`src/rtl/id_scoreboard_if.sv`:
```
// Decode-to-scoreboard bundle: instruction descriptor in, issue/stall decision out.
interface id_scoreboard_if #(
    parameter int unsigned NUM_REGS   = 32,
    parameter int unsigned ADDR_WIDTH = 5,
    parameter int unsigned LAT_WIDTH  = 3
);
    logic                  id_valid_ip;
    logic [ADDR_WIDTH-1:0] src1_addr_ip;
    logic                  src1_used_ip;
    logic [ADDR_WIDTH-1:0] src2_addr_ip;
    logic                  src2_used_ip;
    logic [ADDR_WIDTH-1:0] dest_addr_ip;
    logic                  dest_we_ip;
    logic [LAT_WIDTH-1:0]  dest_lat_ip;
    logic                  ex_ready_ip;
    logic                  flush_ip;

    logic                  issue_op;
    logic                  stall_op;
    logic                  src1_busy_op;
    logic                  src2_busy_op;
    logic [NUM_REGS-1:0]   pending_mask_op;
    logic [31:0]           stall_cycles_op;

    // Decode side: presents the instruction, observes the decision.
    modport master (
        output id_valid_ip, src1_addr_ip, src1_used_ip, src2_addr_ip, src2_used_ip,
               dest_addr_ip, dest_we_ip, dest_lat_ip, ex_ready_ip, flush_ip,
        input  issue_op, stall_op, src1_busy_op, src2_busy_op, pending_mask_op,
               stall_cycles_op
    );

    // Scoreboard side.
    modport slave (
        input  id_valid_ip, src1_addr_ip, src1_used_ip, src2_addr_ip, src2_used_ip,
               dest_addr_ip, dest_we_ip, dest_lat_ip, ex_ready_ip, flush_ip,
        output issue_op, stall_op, src1_busy_op, src2_busy_op, pending_mask_op,
               stall_cycles_op
    );
endinterface

```
`src/rtl/id_scoreboard.sv`:
```
// Register scoreboard for decode: per-register latency countdowns drive
// RAW/WAW stall detection, flushes cancel writes of young instructions, and
// stall cycles are counted for performance analysis.
module id_scoreboard #(
    parameter int unsigned NUM_REGS   = 32,
    parameter int unsigned ADDR_WIDTH = 5,
    parameter int unsigned LAT_WIDTH  = 3,
    parameter int unsigned KILL_DEPTH = 2
) (
    input  logic           clock,
    input  logic           reset,
    id_scoreboard_if.slave sb
);
    // Lookup table covers the full address space so any address indexes safely.
    localparam int unsigned DEPTH       = 1 << ADDR_WIDTH;
    localparam int unsigned AGE_WIDTH   = 3;
    localparam int unsigned STALL_WIDTH = 32;
    localparam logic [AGE_WIDTH-1:0] KILL_AGE = AGE_WIDTH'(KILL_DEPTH);

    logic [LAT_WIDTH-1:0]   count_view [DEPTH];
    logic [NUM_REGS-1:0]    pending_mask;
    logic                   src1_busy_c;
    logic                   src2_busy_c;
    logic                   waw_c;
    logic                   stall_c;
    logic                   issue_c;
    logic                   load_c;
    logic [STALL_WIDTH-1:0] stall_cycles_q;

    // Hazard detection and issue decision from registered counts.
    always_comb begin
        src1_busy_c = 1'b0;
        src2_busy_c = 1'b0;
        waw_c       = 1'b0;
        stall_c     = 1'b0;
        issue_c     = 1'b0;
        load_c      = 1'b0;

        src1_busy_c = sb.src1_used_ip && (sb.src1_addr_ip != '0)
                      && (count_view[sb.src1_addr_ip] != '0);
        src2_busy_c = sb.src2_used_ip && (sb.src2_addr_ip != '0)
                      && (count_view[sb.src2_addr_ip] != '0);
        // A new write must not complete before an older in-flight write to rd.
        waw_c       = sb.dest_we_ip && (sb.dest_addr_ip != '0)
                      && (count_view[sb.dest_addr_ip] > sb.dest_lat_ip);

        // A redirect overrides any stall so fetch can move to the new target.
        if (sb.id_valid_ip && !sb.flush_ip) begin
            stall_c = src1_busy_c || src2_busy_c || waw_c || !sb.ex_ready_ip;
        end
        issue_c = sb.id_valid_ip && !stall_c && !sb.flush_ip;
        load_c  = issue_c && sb.dest_we_ip && (sb.dest_addr_ip != '0);
    end

    // Per-register countdown and age; x0 and unimplemented addresses read as idle.
    for (genvar g = 0; g < DEPTH; g++) begin : g_entry
        if (g == 0 || g >= NUM_REGS) begin : g_const
            assign count_view[g] = '0;
        end else begin : g_reg
            logic [LAT_WIDTH-1:0] count_q;
            logic [AGE_WIDTH-1:0] age_q;
            logic                 hit_c;

            assign hit_c = load_c && (sb.dest_addr_ip == ADDR_WIDTH'(g));

            // Flush kill of young producers, then issue load, then countdown.
            always_ff @(posedge clock or negedge reset) begin
                if (!reset) begin
                    count_q <= '0;
                    age_q   <= KILL_AGE;
                end else if (sb.flush_ip && (age_q < KILL_AGE)) begin
                    count_q <= '0;
                    age_q   <= KILL_AGE;
                end else if (hit_c) begin
                    count_q <= sb.dest_lat_ip;
                    age_q   <= '0;
                end else begin
                    if (count_q != '0) begin
                        count_q <= count_q - LAT_WIDTH'(1);
                    end
                    if (age_q < KILL_AGE) begin
                        age_q <= age_q + AGE_WIDTH'(1);
                    end else begin
                        age_q <= KILL_AGE;
                    end
                end
            end

            assign count_view[g] = count_q;
        end
    end

    // Pending bit per architectural register.
    for (genvar g = 0; g < NUM_REGS; g++) begin : g_pending
        assign pending_mask[g] = (count_view[g] != '0);
    end

    // Saturating stall-cycle counter.
    always_ff @(posedge clock or negedge reset) begin
        if (!reset) begin
            stall_cycles_q <= '0;
        end else if (stall_c && (stall_cycles_q != '1)) begin
            stall_cycles_q <= stall_cycles_q + STALL_WIDTH'(1);
        end
    end

    assign sb.issue_op        = issue_c;
    assign sb.stall_op        = stall_c;
    assign sb.src1_busy_op    = src1_busy_c;
    assign sb.src2_busy_op    = src2_busy_c;
    assign sb.pending_mask_op = pending_mask;
    assign sb.stall_cycles_op = stall_cycles_q;
endmodule

```
`src/flat_wrapper.sv`:
```
// flat-port wrapper written by rule: the top's interface ports become plain ports
module id_scoreboard_flat 
#(
    parameter int unsigned NUM_REGS   = 32,
    parameter int unsigned ADDR_WIDTH = 5,
    parameter int unsigned LAT_WIDTH  = 3,
    parameter int unsigned KILL_DEPTH = 2
)
  (clock, reset, sb_id_valid_ip, sb_src1_addr_ip, sb_src1_used_ip, sb_src2_addr_ip, sb_src2_used_ip, sb_dest_addr_ip, sb_dest_we_ip, sb_dest_lat_ip, sb_ex_ready_ip, sb_flush_ip, sb_issue_op, sb_stall_op, sb_src1_busy_op, sb_src2_busy_op, sb_pending_mask_op, sb_stall_cycles_op);
  id_scoreboard_if #(.NUM_REGS(NUM_REGS), .ADDR_WIDTH(ADDR_WIDTH), .LAT_WIDTH(LAT_WIDTH)) sb_i ();
  input  logic clock;
  input  logic reset;
  input wire logic [$bits(sb_i.id_valid_ip)-1:0] sb_id_valid_ip;
  input wire logic [$bits(sb_i.src1_addr_ip)-1:0] sb_src1_addr_ip;
  input wire logic [$bits(sb_i.src1_used_ip)-1:0] sb_src1_used_ip;
  input wire logic [$bits(sb_i.src2_addr_ip)-1:0] sb_src2_addr_ip;
  input wire logic [$bits(sb_i.src2_used_ip)-1:0] sb_src2_used_ip;
  input wire logic [$bits(sb_i.dest_addr_ip)-1:0] sb_dest_addr_ip;
  input wire logic [$bits(sb_i.dest_we_ip)-1:0] sb_dest_we_ip;
  input wire logic [$bits(sb_i.dest_lat_ip)-1:0] sb_dest_lat_ip;
  input wire logic [$bits(sb_i.ex_ready_ip)-1:0] sb_ex_ready_ip;
  input wire logic [$bits(sb_i.flush_ip)-1:0] sb_flush_ip;
  output wire logic [$bits(sb_i.issue_op)-1:0] sb_issue_op;
  output wire logic [$bits(sb_i.stall_op)-1:0] sb_stall_op;
  output wire logic [$bits(sb_i.src1_busy_op)-1:0] sb_src1_busy_op;
  output wire logic [$bits(sb_i.src2_busy_op)-1:0] sb_src2_busy_op;
  output wire logic [$bits(sb_i.pending_mask_op)-1:0] sb_pending_mask_op;
  output wire logic [$bits(sb_i.stall_cycles_op)-1:0] sb_stall_cycles_op;
  assign sb_i.id_valid_ip = sb_id_valid_ip;
  assign sb_i.src1_addr_ip = sb_src1_addr_ip;
  assign sb_i.src1_used_ip = sb_src1_used_ip;
  assign sb_i.src2_addr_ip = sb_src2_addr_ip;
  assign sb_i.src2_used_ip = sb_src2_used_ip;
  assign sb_i.dest_addr_ip = sb_dest_addr_ip;
  assign sb_i.dest_we_ip = sb_dest_we_ip;
  assign sb_i.dest_lat_ip = sb_dest_lat_ip;
  assign sb_i.ex_ready_ip = sb_ex_ready_ip;
  assign sb_i.flush_ip = sb_flush_ip;
  assign sb_issue_op = sb_i.issue_op;
  assign sb_stall_op = sb_i.stall_op;
  assign sb_src1_busy_op = sb_i.src1_busy_op;
  assign sb_src2_busy_op = sb_i.src2_busy_op;
  assign sb_pending_mask_op = sb_i.pending_mask_op;
  assign sb_stall_cycles_op = sb_i.stall_cycles_op;
  id_scoreboard #(.NUM_REGS(NUM_REGS), .ADDR_WIDTH(ADDR_WIDTH), .LAT_WIDTH(LAT_WIDTH), .KILL_DEPTH(KILL_DEPTH)) u_core (.clock(clock), .reset(reset), .sb(sb_i));
endmodule
```
`config.mk`:
```
export PLATFORM = sky130hd
export DESIGN_NAME = id_scoreboard_flat
export DESIGN_NICKNAME = d
export VERILOG_FILES = /design/src/rtl/id_scoreboard_if.sv /design/src/rtl/id_scoreboard.sv /design/src/flat_wrapper.sv
export SDC_FILE = /design/constraint.sdc
export NUM_CORES = 1
export LEC_CHECK = 0
export ABC_CLOCK_PERIOD_IN_PS = 9000
export CORE_AREA = 2 2 163 165
export DETAILED_ROUTE_END_ITERATION = 8
export DIE_AREA = 0 0 165 167
export PLACE_DENSITY = 0.74
export SYNTH_ARGS = -nofsm -noshare
export SYNTH_HDL_FRONTEND = slang
export SYNTH_SLANG_ARGS = --single-unit
```
`constraint.sdc`:
```
create_clock -name clock -period 9 [get_ports clock]
set_input_delay 0.9 -clock clock [delete_from_list [all_inputs] [get_ports clock]]
set_output_delay 0.9 -clock clock [all_outputs]
set_load 0.005 [all_outputs]
```
==> run metrics <==
run status=completed; root cell of the clock tree=clkbuf_16; worst endpoint required time=8.10 ns; sum of negative setup slack=0 ns; count of unique library cells instantiated by Yosys=57; Largest stage delay, worst path=0.89 ns; wire length on met3=2570 um; vertical extent of the die=167 um; slowest stage cell on the critical path=clkdlybuf4s50_1; number of flip-flops and latches in the synthesized netlist=218; router iterations before antenna repair=5; proportion of power drawn by flip-flops and latches=36.0%; postcts setup bufs=0; library cell appearing most often on the critical path=clkdlybuf4s50_1; clock latency reported for the late side of the worst-skew pair=0.54 ns; Yosys top cell area share=33.6%; critical-path maximum fanout=29; wire length of the first global-routing pass=57700 um; arrival time of the worst setup path=5.65 ns; routability cong.=1.02; clock tree from TritonCTS=yes; half-perimeter wire length after detailed placement=24800 um; max-slew violation count=0; most used standard cell by instance count after synthesis=nand2_1; Post-layout nets=1658; layout cell share with drive strength beyond 1=10.0%; Worst-Margin Slew=1.19 ns; DR iter-0 viols=1027; Bufs and invs on worst path=3; Reg clk slew, reported paths=0.06 ns; via count=11300; detail-routed via count per cell=5.99; Synth async-reset ratio=100%; sum of met2 wire segment lengths after detailed routing=16000 um; maximum number of pins on one net before global-route repair=79; startpoint-to-endpoint class of the critical path=in -> out; post-route clock period utilization=72.8%; area added between synthesis and finish=14.7%; number of antenna violations at the first check in global routing=2; length of routed wiring on met1=15500 um; top routing layer in use=met5; via count of the first global-routing pass=10900; clock skew=0.0116 ns; number of hold violations in the final report=0; clock period minus worst slack=6.55 ns; Worst Setup End Kind=output pin; Clock Tree Buf Depth=3; TritonCTS buffer count=25; I/O pin count=94; Starting Density=54.1%; number of sinks driven by the clock tree=218; number of diodes=0; core region area=25800 um2; Worst Setup Slack, final=2.45 ns; proportion of power drawn by the clock network=23.9%; ranking of synthesized cells by area=dfrtp_1 34%, ha_1 8.7%, nand2_1 7.8%; areal power density over the cells=280 nW/um2; setup repair after global routing missed its margin=no; combinational share of power=40.1%; cts hold-fix bufs=0; overall overflow remaining after global route=0; number of warnings issued by yosys=0; count of final setup violators=0; Mean Syn Cell Area=9.55 um2; area of the mapped netlist=13900 um2; number of enable flip-flop cells after synthesis=0; count of input and output buffers=92; total of cells resized after clock tree synthesis=0; wire length per cell after detailed routing=18.6 um; most used flip-flop cell after synthesis=dfrtp_1; total net switching power=1.69 mW; VDD IR-drop max=0.199 mV; row count=59; number of nets in the synthesized netlist=1582; Remaining DRCs=0; wire length after detailed routing=35200 um; leakage=7.04 nW; most frequent cells after synthesis=290 x nand2_1, 187 x dfrtp_1, 136 x inv_1; number of maximum-capacitance constraint violations=0; class of the tightest hold or removal check=in -> async; sequential element share of the synthesized area=39.4%; worst setup slack after placement=2.58 ns; number of nets with antenna violations after routing=0; post-synthesis cell count=1459; Cell Chain, Critical Path=clkdlybuf4s50_1, buf_4, nor2b_1, a22o_1, mux4_2, mux2_2, ha_1, a21o_1, a21oi_1, o21ai_0, a31oi_1, nand2_4, nor2_1, clkdlybuf4s50_1; switching part of the total=37.8%; family of cells with the greatest summed delay on the critical path=buffers and inverters; floorplan die area=27600 um2; internal power contribution=2.78 mW; post-synthesis cell type with the largest combined area=dfrtp_1; max_slew headroom=20.0%; Overall Global Routing Usage=26.1%; H-Tree Depth=1; startpoint kind of the worst setup timing path=input pin; Achievable Freq=0.153 GHz; overall die width=165 um
## state kept, by name, indices dropped and copies added, names as in the netlist
signal                        cells
u_core.g_entry.g_reg.age_q       93
u_core.g_entry.g_reg.count_q     93
u_core.sb.stall_cycles_op        32
## worst paths after layout
kind / to / cells past startpoint / slack (ns) / from
setup / recovery: sb_issue_op / 14 / 2.45 / sb_dest_addr_ip[1]
setup reg to reg: u_core.g_entry[26].g_reg.count_q[2]$_DFFE_PN0P_ / 12 / 4.25 / u_core.g_entry[16].g_reg.count_q[1]$_DFFE_PN0P_
min in group clock: u_core.g_entry[23].g_reg.age_q[0]$_DFF_PN0_ / 1 / 0.44 / u_core.g_entry[23].g_reg.age_q[0]$_DFF_PN0_
max in group asynchronous: u_core.g_entry[11].g_reg.age_q[2]$_DFF_PN0_ / 2 / 7.26 / reset
hold / removal: u_core.g_entry[28].g_reg.age_q[2]$_DFF_PN0_ / 1 / 0.34 / reset
hold reg to reg: u_core.g_entry[23].g_reg.age_q[0]$_DFF_PN0_ / 1 / 0.44 / u_core.g_entry[23].g_reg.age_q[0]$_DFF_PN0_
## worst register-to-register path, delay by kind of cell (launching register included)
family	cells	cell delay [ns]
muxes	4	1.56
and+or+nand+nor	2	0.99
AOI/OAI and AO/OA	4	0.89
buffers and inverters	1	0.48
DFF	1	0.45
adders and majority gates	1	0.30
## cell type report
cell class	instances	area (um2)
timing repair buffer	102	991
tap	335	419
clock inverter	12	148
inverter	136	510
clock buffer	33	716
fill	2123	9790
multi-input combinational	1052	7690
sequential	218	5490
## kinds of logic after synthesis
group,share of synthesized area [%]
compound gates,6.67
simple gates,24.1
fa+ha+maj,8.71
flops,39.4
mux,11.8
buf+inv,5.31
xor+xnor,3.90
other cells,0.0269
## power groups by stage
| stage | Combinational [mW] | Clock, mW | Sequential [mW] |
|---|---|---|---|
| after floorplan | 1.33 | 0 | 1.45 |
| after global placement | 1.70 | 0 | 1.59 |
| after detailed placement | 1.78 | 0 | 1.60 |
| after CTS | 1.80 | 1.08 | 1.59 |
| after global routing | 2.06 | 1.13 | 1.63 |
| final | 1.79 | 1.07 | 1.61 |
## cell usage in the layout (no fill, tap or decap), types with 4 or more instances in the layout
cell type          n
nor3_4            10
dfrtp_1          187
a31oi_1            4
nand2b_1          10
clkbuf_8           6
clkdlybuf4s50_1   89
dfstp_2           31
buf_4             10
nand3_1           32
nand2_1          290
and3_1            17
nand4_1           17
xnor2_1           62
ha_1              97
nor2_1            54
nor2b_1            4
a311oi_1           6
a211oi_1           8
clkinv_2           5
inv_1            136
clkbuf_16         25
nor3_2             4
nor4b_1           32
a21oi_1            7
nor4bb_1          28
mux2_2             5
nor4_4            14
mux4_2            30
or3_1              8
o21ai_0          105
mux2i_1           91
or2_2              4
nor3_1            57
nor4_1            20
## per-layer routing
metal,GRT usage (%),up-vias
li1,-,5278
met5,0,-
met1,37.4,5517
met2,40.7,427
met3,4.38,76
met4,7.98,2
## through the flow
stage	area, um2	cells	utilization [%]	hold WS (ns)	power, mW
after CTS	16000	1888	62.0	0.366	4.47
after global placement	15100	1843	58.6	0.429	3.29
after detailed placement	15100	1843	58.6	0.436	3.38
after global routing	16000	1888	62.0	0.384	4.82
final	16000	1888	62.0	0.344	4.47
after floorplan	13900	1459	-	0.415	2.78
No activity file was read; power rests on OpenSTA's default activity.
